--- src/rtl/diff_reconstruct.sv ---
// diff_reconstruct: rebuilds Ain from (Bin, |Ain-Bin|, Sign) with a fixed
// three-cycle latency per operation.
//
// Optional feature: define DIFF_SAT_EN to saturate overflowing results
// (ADD clamps to 4'hF, SUB clamps to 4'h0). Without it the result wraps
// modulo 16. Ovf is reported in both builds.
module diff_reconstruct (
  input  logic       CLK,
  input  logic       RST_N,
  input  logic       Start,
  input  logic [3:0] Bin,
  input  logic [3:0] Mag,
  input  logic       Sign,
  output logic [3:0] Output,
  output logic       Done,
  output logic       Busy,
  output logic       Ovf,
  output logic       Err
);

  localparam int unsigned W  = 4;
  localparam int unsigned WX = W + 1;

  typedef enum logic [1:0] {
    IDLE  = 2'b00,
    CHECK = 2'b01,
    ADD   = 2'b10,
    SUB   = 2'b11
  } step_t;

  step_t          step_q, step_d;
  logic [W-1:0]   bin_q, bin_d;
  logic [W-1:0]   mag_q, mag_d;
  logic           sign_q, sign_d;
  logic [W-1:0]   out_d;
  logic           done_d, busy_d, ovf_d, err_d;
  logic [WX-1:0]  sum_add_c, sum_sub_c;

  // 5-bit adder/subtractor on the captured operands; bit W is carry / not-borrow
  always_comb begin
    sum_add_c = {1'b0, bin_q} + {1'b0, mag_q};
    sum_sub_c = {1'b0, bin_q} + {1'b0, ~mag_q} + WX'(1);
  end

  // Step register
  always_ff @(posedge CLK or negedge RST_N) begin
    if (!RST_N) begin
      step_q <= IDLE;
    end else begin
      step_q <= step_d;
    end
  end

  // Next-step and next-register values; everything holds unless a step updates it
  always_comb begin
    step_d = step_q;
    bin_d  = bin_q;
    mag_d  = mag_q;
    sign_d = sign_q;
    out_d  = Output;
    done_d = 1'b0;
    busy_d = Busy;
    ovf_d  = Ovf;
    err_d  = Err;

    case (step_q)
      IDLE: begin
        if (Start) begin
          bin_d  = Bin;
          mag_d  = Mag;
          sign_d = Sign;
          busy_d = 1'b1;
          step_d = CHECK;
        end
      end

      CHECK: begin
        // Sign=1 with Mag=0 is inconsistent; route it through SUB so Output=Bin
        if (sign_q && (mag_q != '0)) begin
          step_d = ADD;
        end else begin
          step_d = SUB;
        end
      end

      ADD: begin
        ovf_d = sum_add_c[W];
`ifdef DIFF_SAT_EN
        out_d = sum_add_c[W] ? {W{1'b1}} : sum_add_c[W-1:0];
`else
        out_d = sum_add_c[W-1:0];
`endif
        err_d  = 1'b0;
        done_d = 1'b1;
        busy_d = 1'b0;
        step_d = IDLE;
      end

      SUB: begin
        ovf_d = ~sum_sub_c[W];
`ifdef DIFF_SAT_EN
        out_d = (~sum_sub_c[W]) ? {W{1'b0}} : sum_sub_c[W-1:0];
`else
        out_d = sum_sub_c[W-1:0];
`endif
        err_d  = sign_q && (mag_q == '0);
        done_d = 1'b1;
        busy_d = 1'b0;
        step_d = IDLE;
      end

      default: begin
        step_d = IDLE;
      end
    endcase
  end

  // Captured operands and registered outputs
  always_ff @(posedge CLK or negedge RST_N) begin
    if (!RST_N) begin
      bin_q  <= '0;
      mag_q  <= '0;
      sign_q <= 1'b0;
      Output <= '0;
      Done   <= 1'b0;
      Busy   <= 1'b0;
      Ovf    <= 1'b0;
      Err    <= 1'b0;
    end else begin
      bin_q  <= bin_d;
      mag_q  <= mag_d;
      sign_q <= sign_d;
      Output <= out_d;
      Done   <= done_d;
      Busy   <= busy_d;
      Ovf    <= ovf_d;
      Err    <= err_d;
    end
  end

endmodule

--- config.mk ---
export PLATFORM = sky130hd
export DESIGN_NAME = diff_reconstruct
export DESIGN_NICKNAME = d
export VERILOG_FILES = /design/src/rtl/diff_reconstruct.sv
export SDC_FILE = /design/constraint.sdc
export NUM_CORES = 1
export LEC_CHECK = 0
export CORE_MARGIN = 4
export CORE_UTILIZATION = 50
export CTS_CLUSTER_SIZE = 14
export DETAILED_ROUTE_END_ITERATION = 8
export GPL_TIMING_DRIVEN = 0
export PLACE_DENSITY = 0.9
export SLEW_MARGIN = 20
export SYNTH_ARGS = -nofsm -noshare
export SYNTH_HDL_FRONTEND = slang
export SYNTH_SLANG_ARGS = --single-unit
--- constraint.sdc ---
create_clock -name CLK -period 2.2 [get_ports CLK]
set_clock_uncertainty 0.2 [all_clocks]
set_input_delay 0.44 -clock CLK [delete_from_list [all_inputs] [get_ports CLK]]
set_output_delay 0.44 -clock CLK [all_outputs]
set_load 0.01 [all_outputs]
==> impl_metrics.toml <==
[status]
outcome = "finished, final reports clean"

[yosys]
ys_ff_latch = 19
yosysWarnings = 0
synthCells = 95
syn_area_per_cell_sq_um = 10.7
ys_types = 29
ys_seq_area_frac = 0.469
synth.net_count = 117
syn_area_sq_um = 1010

[finish]
antennaDiodeCount = 0
drive_gt1_frac = 0.102
layout.cells.most_common_list = "dfrtp_1 (19), clkdlybuf4s50_1 (19), nand2_1 (9)"
area_delta_synth_final_pct = 24.7
final_area_sq_um = 1260
nNetsFinal = 141

[worst_setup_path]
slowest_delay_ns = 0.47
crit_chain = "inv_1 > ha_1 > nand2b_1 > a222oi_1 > or4_1 > nand4_1"
worstPathMaxFanout = 5
cp.required_ns = 2.19
slowest_stage = "dfrtp_1"
criticalPathCategory = "reg -> reg"
cp-start-kind = "flop"
r2r_slack_ns = 0.32
crit_arrival_ns = 1.87
cp_top_family = "flip-flops"
end_kind = "flop"
critPathBufInv = 1

[clock_tree]
cts_buffer_depth = 2
ctsHtreeMaxLevel = 1
clk_pin_slew_worst_paths_ns = 0.10
postCtsHoldBufs = 0
worstSkewPairLatency_ns = 0.30
clock-sinks = 19
cts_resized = 0
ctsRootBufferMaster = "clkbuf_4"
numCtsBuffers = 3
cts_setup_buffers = 0
cts_tree = "yes"

[placed_design]
gp_congestion = 0.805
dpl.hpwl_um = 1480
port_buffers = 19
place_area_sq_um = 1240
dp_slack_ns = 0.211

[flow_run]
maxCapViolations = 0

[sta]
fmax_mhz = 531
slew_headroom = 0.445
setup_ws_ns = 0.317
finalCritPeriodShare = 0.856
setup_viol = 0
finalHoldViolCount = 0
slew_violations = 0
rsz0062_at_grt = "no"
fin_tns_setup_ns = 0
worst_pin_slew_ns = 0.829
fin_crit_ns = 1.88

[global_routing]
grt_use_total = 0.158
grt_max_degree = 20
antenna_found_initial = 0
grt_overflow = 0
grt_pass1_wl_um = 3220
grt_pass1_vias = 756

[floorplan]
start_util = 0.522
num_rows = 16
ios = 20
dieArea_sq_um = 2810
die-width_um = 53.0
core_area_sq_um = 1940
die_h_um = 53.0

[drt]
drtPass1Iterations = 4
drc = 0
wirelength_um = 1860
vias = 730
route.antenna.remaining_nets = 0
wire_per_inst_um = 12.8
drt_iter0_drc = 18
viasPerCell = 5.03

[power]
ir_drop_v = 0.000787
leakagePower_nw = 0.559
power_mw = 1.82
power_density_nw_per_um2 = 1440

[min_path]
hp-class = "reg -> reg"
-- cells in the mapped netlist, drive strengths merged --
| library cell | number | area (sq um) |
|---|---|---|
| a21oi | 3 | 15.0 |
| nor4 | 1 | 6.26 |
| a21o | 1 | 7.51 |
| mux2i | 2 | 20.0 |
| nand2b | 2 | 12.5 |
| ha | 8 | 100 |
| a31oi | 1 | 6.26 |
| nand2 | 9 | 33.8 |
| o22ai | 1 | 6.26 |
| o21ai | 8 | 40.0 |
| buf | 3 | 26.3 |
| clkbuf | 2 | 7.51 |
| nor2 | 6 | 22.5 |
| fa | 2 | 40.0 |
| nand3b | 1 | 7.51 |
| o2111ai | 2 | 17.5 |
| dfrtp | 19 | 475 |
| o21bai | 1 | 7.51 |
| nor3b | 1 | 18.8 |
| mux2 | 4 | 45.0 |
| nor2b | 3 | 18.8 |
| inv | 9 | 33.8 |
| nand4 | 2 | 12.5 |
| xnor2 | 1 | 8.76 |
| a222oi | 1 | 10.0 |
| or3 | 1 | 6.26 |
| or4 | 1 | 7.51 |
-- per-layer routing --
metal | up-vias | wire (um) | global-route usage
li1 | 367 | - | -
met1 | 344 | 779 | 0.177
met2 | 16 | 947 | 0.285
met3 | 3 | 112 | 0.0366
met4 | 0 | 23 | 0.0638
met5 | - | 0 | 0
-- metrics by stage --
stage,utilization,hold WS (ns),cells
after floorplan,-,-0.0556,95
after global placement,0.637,0.263,141
after CTS,0.651,0.301,145
after global routing,0.651,0.339,145
after detailed placement,0.637,0.276,141
final,0.651,0.296,145
-- final timing paths --
path	start	end	depth (start not counted)
max	mag_q[1]$_DFFE_PN0P_	Output[3]$_DFFE_PN0N_	6
min	Busy$_DFFE_PN0P_	Busy$_DFFE_PN0P_	1
max reg2reg	mag_q[1]$_DFFE_PN0P_	Output[3]$_DFFE_PN0N_	6
min reg2reg	Busy$_DFFE_PN0P_	Busy$_DFFE_PN0P_	1
max in group asynchronous	RST_N	Err$_DFFE_PN0N_	1
min in group asynchronous	RST_N	Busy$_DFFE_PN0P_	1
-- sequential cells by signal, indices dropped and copies added, names as in the netlist --
signal	cells
Ovf	1
mag_q	4
sign_q	1
bin_q	4
Output	4
step_q	2
Err	1
Done	1
Busy	1
-- where the power goes --
| part | switching (mW) | leakage, nW | internal, mW | total [mW] |
|---|---|---|---|---|
| Combinational | 0.492 | 0.314 | 0.505 | 0.997 |
| Clock | 0.104 | 0.0150 | 0.0708 | 0.175 |
| Sequential | 0.125 | 0.230 | 0.518 | 0.643 |
| Total | 0.722 | 0.559 | 1.09 | 1.82 |
-- cell families (layout without fill, tap and decap cells) --
kind of cell             after synthesis  after routing  synth area share
adder cells (fa/ha/maj)               10             10             0.138
AO/OA/AOI/OAI                         18             18             0.109
buffers and inverters                 14             37            0.0667
multiplexers                           6              6            0.0642
AND/OR/NAND/NOR                       27             27             0.144
flip-flops                            19             19             0.469
XOR/XNOR                               1              1           0.00864
-- layout make-up --
class	instances	area [sq um]
clock buffers	4	26.3
flip-flops and latches	19	475
multi-input cells	62	470
fillers	167	678
repair buffers	19	190
plain buffers	5	33.8
well taps	27	33.8
inverters	9	33.8
Power figures use the tool's default switching activity.
